`src/rtl/mw_add_pkg.sv`:
```
// mw_add_pkg: shared types and constants for the multi-word add/subtract
// sequencer.
//   WORD_W    : width of one slice handled by the shared ripple-carry adder
//   MAX_WORDS : largest supported slice count
//   state_t   : sequencer FSM states
package mw_add_pkg;

    localparam int WORD_W    = 32;
    localparam int MAX_WORDS = 16;

    typedef enum logic [1:0] {
        IDLE = 2'd0,
        RUN  = 2'd1,
        DONE = 2'd2
    } state_t;

endpackage

```
`src/rtl/mw_add_ctrl_if.sv`:
```
// mw_add_ctrl_if: request/response bundle of the multi-word add sequencer.
//   request  : in_valid, in_ready, a, b, sub
//   response : out_valid, out_ready, result, cout, ovf
// Handshake: a transfer happens on a rising edge where valid and ready are
// both 1. A producer holds valid and its payload stable until that edge;
// ready never depends combinationally on valid.
//   master : requester + consumer side (drives in_valid/a/b/sub/out_ready)
//   slave  : sequencer side
interface mw_add_ctrl_if #(
    parameter int WORDS = 4
);
    import mw_add_pkg::*;

    localparam int W = WORD_W * WORDS;

    logic         in_valid;
    logic         in_ready;
    logic [W-1:0] a;
    logic [W-1:0] b;
    logic         sub;
    logic         out_valid;
    logic         out_ready;
    logic [W-1:0] result;
    logic         cout;
    logic         ovf;

    modport master (
        output in_valid, a, b, sub, out_ready,
        input  in_ready, out_valid, result, cout, ovf
    );

    modport slave (
        input  in_valid, a, b, sub, out_ready,
        output in_ready, out_valid, result, cout, ovf
    );

endinterface

```
`src/rtl/rca_32bit.sv`:
```
// rca_32bit: plain 32-bit ripple-carry adder.
//   a, b : addends
//   cin  : carry in
//   sum  : a + b + cin (low 32 bits)
//   cout : carry out of bit 31
module rca_32bit (
    input  logic [31:0] a,
    input  logic [31:0] b,
    input  logic        cin,
    output logic [31:0] sum,
    output logic        cout
);

    logic cy;

    // Bit-serial ripple: the carry is walked through the loop so each bit
    // sees the carry produced by the bit below it.
    always_comb begin
        cy  = cin;
        sum = '0;
        for (int i = 0; i < 32; i++) begin
            sum[i] = a[i] ^ b[i] ^ cy;
            cy     = (a[i] & b[i]) | (cy & (a[i] ^ b[i]));
        end
        cout = cy;
    end

endmodule

```
`src/rtl/mw_add_ctrl.sv`:
```
// mw_add_ctrl: WORDS x 32-bit add/subtract built from one shared 32-bit
// ripple-carry adder, one slice per cycle, LSB slice first.
//   clk, rst  : clock, synchronous active-high reset
//   bus       : request/response handshake (slave side)
//   dbg_state : current FSM state
// Parameter WORDS: slice count, legal range 2..MAX_WORDS.
module mw_add_ctrl
    import mw_add_pkg::*;
#(
    parameter int WORDS = 4
) (
    input  logic            clk,
    input  logic            rst,
    mw_add_ctrl_if.slave    bus,
    output state_t          dbg_state
);

    localparam int W     = WORD_W * WORDS;
    localparam int IDX_W = $clog2(WORDS);
    localparam logic [IDX_W-1:0] LAST_IDX = IDX_W'(WORDS - 1);

    state_t             state_q;
    state_t             state_d;
    logic [IDX_W-1:0]   idx_q;
    logic               carry_q;
    logic [W-1:0]       a_q;
    logic [W-1:0]       beff_q;
    logic [W-1:0]       result_q;
    logic               cout_q;
    logic               ovf_q;

    logic [WORD_W-1:0]  slice_a;
    logic [WORD_W-1:0]  slice_b;
    logic [WORD_W-1:0]  slice_sum;
    logic               slice_cout;
    logic               last_slice;

    assign last_slice = (idx_q == LAST_IDX);
    assign slice_a    = a_q[WORD_W*idx_q +: WORD_W];
    assign slice_b    = beff_q[WORD_W*idx_q +: WORD_W];

    rca_32bit u_rca (
        .a    (slice_a),
        .b    (slice_b),
        .cin  (carry_q),
        .sum  (slice_sum),
        .cout (slice_cout)
    );

    // State register.
    always_ff @(posedge clk) begin
        if (rst) begin
            state_q <= IDLE;
        end else begin
            state_q <= state_d;
        end
    end

    // Next-state logic.
    always_comb begin
        state_d = state_q;
        unique case (state_q)
            IDLE:    if (bus.in_valid) state_d = RUN;
            RUN:     if (last_slice)   state_d = DONE;
            DONE:    if (bus.out_ready) state_d = IDLE;
            default: state_d = IDLE;
        endcase
    end

    // Outputs decoded from registered state only.
    always_comb begin
        bus.in_ready  = (state_q == IDLE);
        bus.out_valid = (state_q == DONE);
    end

    // Datapath. Subtraction is a + ~b + 1: b is inverted at capture and the
    // +1 enters as the initial carry, so the adder itself never knows.
    always_ff @(posedge clk) begin
        if (rst) begin
            idx_q    <= '0;
            carry_q  <= 1'b0;
            a_q      <= '0;
            beff_q   <= '0;
            result_q <= '0;
            cout_q   <= 1'b0;
            ovf_q    <= 1'b0;
        end else begin
            unique case (state_q)
                IDLE: begin
                    if (bus.in_valid) begin
                        a_q     <= bus.a;
                        beff_q  <= bus.sub ? ~bus.b : bus.b;
                        carry_q <= bus.sub;
                        idx_q   <= '0;
                    end
                end
                RUN: begin
                    result_q[WORD_W*idx_q +: WORD_W] <= slice_sum;
                    carry_q <= slice_cout;
                    if (last_slice) begin
                        cout_q <= slice_cout;
                        // Overflow: both operands agree in sign, result differs.
                        ovf_q  <= (a_q[W-1] ^ slice_sum[WORD_W-1]) &
                                  (beff_q[W-1] ^ slice_sum[WORD_W-1]);
                    end else begin
                        idx_q <= idx_q + 1'b1;
                    end
                end
                default: ;
            endcase
        end
    end

    assign bus.result = result_q;
    assign bus.cout   = cout_q;
    assign bus.ovf    = ovf_q;
    assign dbg_state  = state_q;

endmodule

```
`src/flat_wrapper.sv`:
```
// flat-port wrapper written by rule: the top's interface ports become plain ports
module mw_add_ctrl_flat import mw_add_pkg::*;
#(
    parameter int WORDS = 4
)
  (clk, rst, dbg_state, bus_in_valid, bus_a, bus_b, bus_sub, bus_out_ready, bus_in_ready, bus_out_valid, bus_result, bus_cout, bus_ovf);
  mw_add_ctrl_if #(.WORDS(WORDS)) bus_i ();
  input  logic clk;
  input  logic rst;
  output state_t dbg_state;
  input wire logic [$bits(bus_i.in_valid)-1:0] bus_in_valid;
  input wire logic [$bits(bus_i.a)-1:0] bus_a;
  input wire logic [$bits(bus_i.b)-1:0] bus_b;
  input wire logic [$bits(bus_i.sub)-1:0] bus_sub;
  input wire logic [$bits(bus_i.out_ready)-1:0] bus_out_ready;
  output wire logic [$bits(bus_i.in_ready)-1:0] bus_in_ready;
  output wire logic [$bits(bus_i.out_valid)-1:0] bus_out_valid;
  output wire logic [$bits(bus_i.result)-1:0] bus_result;
  output wire logic [$bits(bus_i.cout)-1:0] bus_cout;
  output wire logic [$bits(bus_i.ovf)-1:0] bus_ovf;
  assign bus_i.in_valid = bus_in_valid;
  assign bus_i.a = bus_a;
  assign bus_i.b = bus_b;
  assign bus_i.sub = bus_sub;
  assign bus_i.out_ready = bus_out_ready;
  assign bus_in_ready = bus_i.in_ready;
  assign bus_out_valid = bus_i.out_valid;
  assign bus_result = bus_i.result;
  assign bus_cout = bus_i.cout;
  assign bus_ovf = bus_i.ovf;
  mw_add_ctrl #(.WORDS(WORDS)) u_core (.clk(clk), .rst(rst), .bus(bus_i), .dbg_state(dbg_state));
endmodule
```
`config.mk`:
```
export PLATFORM = sky130hd
export DESIGN_NAME = mw_add_ctrl_flat
export DESIGN_NICKNAME = d
export VERILOG_FILES = /design/src/rtl/mw_add_pkg.sv /design/src/rtl/mw_add_ctrl_if.sv /design/src/rtl/rca_32bit.sv /design/src/rtl/mw_add_ctrl.sv /design/src/flat_wrapper.sv
export SDC_FILE = /design/constraint.sdc
export NUM_CORES = 1
export LEC_CHECK = 0
export ABC_CLOCK_PERIOD_IN_PS = 13900
export BUFFER_PORTS_ARGS = -buffer_cell sky130_fd_sc_hd__buf_2
export CAP_MARGIN = 20
export CORE_MARGIN = 5
export CORE_UTILIZATION = 49
export DETAILED_ROUTE_END_ITERATION = 10
export PLACE_DENSITY = 0.88
export SYNTH_ARGS = -nofsm -noshare
export SYNTH_HDL_FRONTEND = slang
export SYNTH_SLANG_ARGS = --single-unit
```
`constraint.sdc`:
```
create_clock -name clk -period 13.9 [get_ports clk]
set_clock_uncertainty 0.05 [all_clocks]
set_input_delay 2.78 -clock clk [delete_from_list [all_inputs] [get_ports clk]]
set_output_delay 2.78 -clock clk [all_outputs]
set_load 0.01 [all_outputs]
```
==> results of run 1 <==
==> state kept, by name, indices dropped and copies added, names as in the netlist <==
| register | cells |
|---|---|
| u_core.bus.cout | 1 |
| u_core.bus.result | 128 |
| u_core.beff_q | 128 |
| u_core.bus.ovf | 1 |
| u_core.carry_q | 1 |
| u_core.idx_q | 2 |
| u_core.dbg_state | 2 |
| u_core.a_q | 128 |
==> area by class of cell <==
cell class / instances / area, sq um
Clock buffer: 52 / 1150
Tap cell: 455 / 569
Fill cell: 2819 / 14100
Multi-Input combinational cell: 1071 / 8110
Sequential cell: 391 / 7840
Clock inverter: 18 / 185
Antenna cell: 4 / 10.0
Timing Repair Buffer: 413 / 2140
Inverter: 67 / 251
==> cells in the mapped netlist (all sizes together), types with 30 or more instances <==
library cell / count
a22o: 128
mux4: 64
a21oi: 137
buf: 119
dfxtp: 391
clkbuf: 30
inv: 67
nor2: 162
xnor2: 128
a211oi: 129
nand2: 259
fa: 32
==> worst paths after layout <==
| check | startpoint | end | slack [ns] | depth (start not counted) |
|---|---|---|---|---|
| min | u_core.a_q[80]$_SDFFE_PP0P_ | u_core.a_q[80]$_SDFFE_PP0P_ | 0.40 | 2 |
| max | u_core.idx_q[0]$_SDFFE_PP0P_ | u_core.bus.result[95]$_SDFFE_PP0P_ | 0.51 | 43 |
| min reg2reg | u_core.a_q[80]$_SDFFE_PP0P_ | u_core.a_q[80]$_SDFFE_PP0P_ | 0.40 | 2 |
| max reg2reg | u_core.idx_q[0]$_SDFFE_PP0P_ | u_core.bus.result[95]$_SDFFE_PP0P_ | 0.51 | 43 |
==> logic make-up after synthesis <==
logic type / after synthesis / synth area share
xor gates and xnor gates: 128 / 0.0660
adders and majority gates: 38 / 0.0421
DFF: 391 / 0.461
muxes: 65 / 0.0854
buffers and inverters: 216 / 0.0650
and+or+nand+nor: 445 / 0.105
AOI/OAI and AO/OA: 395 / 0.176
==> cell usage in the layout, fill, tap and decap left out, drive strengths merged, types with 4 or more instances in the layout <==
cell type | synthesis | layout
buf | 119 | 413
nor2b | 6 | 6
mux4 | 64 | 64
diode | 0 | 4
a22o | 128 | 128
dfxtp | 391 | 391
inv | 67 | 68
xnor2 | 128 | 128
a21oi | 137 | 137
a211oi | 129 | 129
fa | 32 | 32
nor2 | 162 | 162
clkbuf | 30 | 52
nand2 | 259 | 259
clkinv | 0 | 11
ha | 6 | 6
==> power by group through the flow <==
stage / Combinational (mW) / Clock (mW) / Sequential [mW]
floorplan: 0.263 / 0 / 1.23
finish: 0.389 / 1.08 / 1.22
detailed placement: 0.387 / 0 / 1.24
CTS: 0.389 / 1.10 / 1.22
global route: 0.424 / 1.15 / 1.22
global placement: 0.376 / 0 / 1.23
==> per-layer routing <==
metal / vias up / part of all wire / GRT usage
met5: - / 0.0024 / 0
met4: 16 / 0.057 / 0.133
met3: 164 / 0.075 / 0.0481
met2: 639 / 0.48 / 0.428
met1: 6576 / 0.38 / 0.315
li1: 6387 / - / -
==> timing repair <==
action	in CTS	in global routing
resized for setup	0	8
hold buffers	0	0
buffers inserted	0	0
endpoints found under the setup margin	0	5
endpoints found under the hold margin	0	0
==> worst max-delay path, delay by kind of cell, from the launching register on <==
kind	cells	cell delay, ns
compound gates	1	0.26
fa+ha+maj	32	11.53
buf+inv	8	0.51
mux	1	0.33
simple gates	1	0.19
flops	1	0.38
==> reports/metrics.yaml, run 1 <==
final_nets: 2283
seq_power_share: 0.453
grt_pass1_wl_mm: 77.9
timing.setup.tns_ns: 0
dieArea_sq_um: 38500
clk_latency_ns: 0.53
worst_pin_slew_ns: 1.03
synth_edf_count: 0
period_minus_slack_ns: 13.39
cp_common_cell: "fa_1"
arrival_ns: 13.76
max_slew_margin: 0.312
hold_class: "reg -> reg"
grt_overflow: 0
yosysTopAreaCell: "dfxtp_1"
drive_above_1_share: 0.301
hold_viol: 0
clock_sinks: 391
p_comb_frac: 0.145
drt-vias-per-instance: 5.58
clockRootBuffer: "clkbuf_16"
syn_area_per_cell_sq_um: 10.1
dpl_cell_area_sq_um: 18900
firstDrtPassIters: 5
grt_usage: 0.256
fin_area_sq_um: 20300
antenna_found_initial: 14
clkTransAtPathRegs_ns: 0.07
critPathKind: "reg -> reg"
row_count: 68
hpwl_mm: 37.7
start_util: 0.494
stdcell_count: 2471
p_sw_mw: 0.708
p_clk_frac: 0.402
cp_slowest_cell: "fa_1"
p_sw_frac: 0.263
status: "complete, no violations"
gp_congestion: 0.889
clk_path_buf_depth: 3
yosysTopAreaCellShare: 0.461
p_int_mw: 1.98
io_buffers: 394
yosys_register_bits: 391
ios: 395
die_x_um: 196
tritoncts: "done"
cap_violations: 0
fin_total_pwr_mw: 2.69
antenna_left: 0
holdWs_ns: 0.402
grt_pass1_vias: 13800
syn_to_final_growth_pct: 19.2
ys.flop_type: "dfxtp_1"
p_leak_nw: 8.12
worst_slack_ns: 0.514
crit_fanout: 6
seq_area_frac_synth: 0.461
ir_drop_v: 0.0000967
synthArstFlopShare: 0
setup_violations: 0
num_vias: 13800
drc: 0
syn-cell-area_sq_um: 17000
rsz0062_at_grt: "false"
coreArea_sq_um: 34400
crit_path_max_incr_delay_ns: 0.43
fin_crit_sh: 0.963
die_h_um: 196
drt_iter0_markers: 797
detailedPlace.worstSlack_ns: 0.167
grt_max_degree: 219
ys_types: 34
fmaxAchievable_mhz: 74.7
synth_area_leaders: "dfxtp_1 (46%), mux4_2 (8.5%), a22o_1 (6.6%)"
dp_cells: 2397
cts_htree_levels: 2
cts-buffers-inserted: 40
routedWlPerCell_um: 20.8
p_per_area_nw_per_um2: 133
fin_util: 0.589
drv_slew: 0
cp_data_required_time_ns: 14.27
synth_fp_nets: 1977
netlist_instances: 1678
worstSetupEndpointType: "flop"
critPathLaunchType: "flop"
yosysWarnings: 0
drt_wl_total_mm: 51.5
(Power assumes the default switching activity.)
==> run 2, diff against run 1 <==
--- a/config.mk
+++ b/config.mk
@@ -7,2 +7,3 @@
 export LEC_CHECK = 0
+export ABC_AREA = 1
 export ABC_CLOCK_PERIOD_IN_PS = 13900
@@ -11,3 +12,3 @@
 export CORE_MARGIN = 5
-export CORE_UTILIZATION = 49
+export CORE_UTILIZATION = 50
 export DETAILED_ROUTE_END_ITERATION = 10
==> constraint.sdc (replaced) <==
create_clock -name clk -period 13.9 [get_ports clk]
set_clock_uncertainty 0.05 [all_clocks]
set_input_delay 1.39 -clock clk [delete_from_list [all_inputs] [get_ports clk]]
set_output_delay 1.39 -clock clk [all_outputs]
set_load 0.01 [all_outputs]
==> reports/metrics.yaml, run 2 <==
cap_violations: 0
syn-cell-area_sq_um: 18600
dp_cells: 3371
final_nets: 3248
crit_buf_inv: 10
routedWlPerCell_um: 17.7
hold_buffers: 0
cp_data_required_time_ns: 14.34
grt_overflow: 0
synth_edf_count: 0
fillers: 3326
row_count: 70
critPathLaunchType: "flop"
drt-vias-per-instance: 5.30
grt_usage: 0.286
setup_violations: 0
crit_path_max_incr_delay_ns: 0.46
syn_area_per_cell_sq_um: 6.91
worstSetupEndpointType: "flop"
antenna_left: 0
drt_iter0_markers: 1563
netlist_instances: 2683
seq_area_frac_synth: 0.422
max_slew_margin: 0.288
critPathKind: "reg -> reg"
layout_common_cells: "nor2_1 (711), nand2_1 (485), buf_2 (393), dfxtp_1 (389), o21ai_0 (271)"
rsz0062_at_grt: "false"
dpl_cell_area_sq_um: 20500
coreArea_sq_um: 36600
cts-buffers-inserted: 41
hpwl_mm: 44.6
grt_pass1_vias: 17200
ios: 395
gp_congestion: 0.984
layout_commonest_cell: "nor2_1"
cp_slowest_cell: "fa_2"
ir_drop_v: 0.0000856
start_util: 0.507
multi_input_comb_area_sq_um: 9310
stdcell_count: 3458
synth_area_leaders: "dfxtp_1 (42%), nor2_1 (14%), nand2_1 (9.8%)"
yosysTopAreaCell: "dfxtp_1"
clkTransAtPathRegs_ns: 0.07
status: "complete, no violations"
die_x_um: 203
fin_total_pwr_mw: 2.96
clk_latency_ns: 0.54
yosysMostFrequentCell: "nor2_1"
hold_viol: 0
seq_area_sq_um: 7830
p_per_area_nw_per_um2: 135
cp_top_family: "adder cells"
num_vias: 18300
arrival_ns: 13.95
synthArstFlopShare: 0
drive_above_1_share: 0.172
antenna_found_initial: 11
dieArea_sq_um: 41100
cp_common_cell: "fa_1"
crit_fanout: 13
grt_pass1_wl_mm: 93.4
ys_top_cells_by_count: "nor2_1 (712), nand2_1 (486), dfxtp_1 (391)"
hold_class: "reg -> reg"
yosys_register_bits: 391
firstDrtPassIters: 6
grt_max_degree: 205
fmaxAchievable_mhz: 74.0
ys.flop_type: "dfxtp_1"
period_minus_slack_ns: 13.52
drt_wl_total_mm: 61.2
synth_fp_nets: 2982
clk_path_buf_depth: 3
syn_to_final_growth_pct: 18.3
yosysTopAreaCellShare: 0.422
die_h_um: 203
clockRootBuffer: "clkbuf_16"
fin_area_sq_um: 21900
drc: 0
timing.setup.tns_ns: 0
yosysWarnings: 0
cts_htree_levels: 2
clock_sinks: 391
io_buffers: 394
fin_crit_sh: 0.972
ys_types: 24
worst_pin_slew_ns: 1.07
tritoncts: "done"
p_leak_nw: 10.1
drv_slew: 0
-- run 2: path summary, 6_finish.rpt --
kind | startpoint | to | slack, ns | cells past startpoint
min reg2reg | u_core.a_q[8]$_SDFFE_PP0P_ | u_core.a_q[8]$_SDFFE_PP0P_ | 0.40 | 2
max reg2reg | u_core.idx_q[0]$_SDFFE_PP0P_ | u_core.bus.ovf$_SDFFE_PP0P_ | 0.38 | 48
max | u_core.idx_q[0]$_SDFFE_PP0P_ | u_core.bus.ovf$_SDFFE_PP0P_ | 0.38 | 48
min | u_core.a_q[8]$_SDFFE_PP0P_ | u_core.a_q[8]$_SDFFE_PP0P_ | 0.40 | 2
-- run 2: layer usage --
layer / vias up / track usage / routed length (um)
li1: 8931 / - / -
met1: 8274 / 0.364 / 24000
met2: 931 / 0.458 / 27900
met3: 177 / 0.0559 / 5690
met4: 4 / 0.161 / 3600
met5: - / 0 / 20
-- run 2: layout make-up --
class,instances,share of cell area
antenna,10,0.00114
clock buffer,59,0.0550
clock inverter,15,0.00775
inverter,149,0.0262
multi-input combinational,1945,0.424
sequential,391,0.357
tap,468,0.0267
timing repair buffer,421,0.102
-- run 2: cell families (layout without fill, tap and decap cells) --
group | after synthesis | in the layout | synth area share
fa+ha+maj | 38 | 38 | 0.0386
simple gates | 1255 | 1255 | 0.259
other cells | 0 | 10 | 0
buf+inv | 347 | 644 | 0.0783
flops | 391 | 391 | 0.422
compound gates | 524 | 524 | 0.142
xor+xnor | 128 | 128 | 0.0604
-- run 2: metrics by stage --
stage               setup slack (ns)  utilization  hold WS [ns]
global route                  0.0294        0.599         0.415
floorplan                      0.348            -         0.374
global placement               0.344        0.558         0.384
finish                         0.383        0.599         0.398
CTS                           0.0896        0.596         0.400
detailed placement             0.107        0.559         0.392
-- run 2: power breakdown --
group          leakage (nW)  switching (mW)  total [mW]  internal [mW]
Clock                 0.680           0.457        1.12          0.663
Sequential             3.22          0.0464        1.25           1.20
Combinational          6.16           0.384       0.592          0.208
-- run 2: tightest hold or removal path, cell delays in order, from the launching register on --
cell and delay (ns):
dfxtp_1 0.29, inv_1 0.06, a21oi_1 0.05
-- run 2: repair_timing --
item,in CTS,in global routing
buffers inserted,0,1
resized for setup,0,12
setup endpoints to repair,0,8
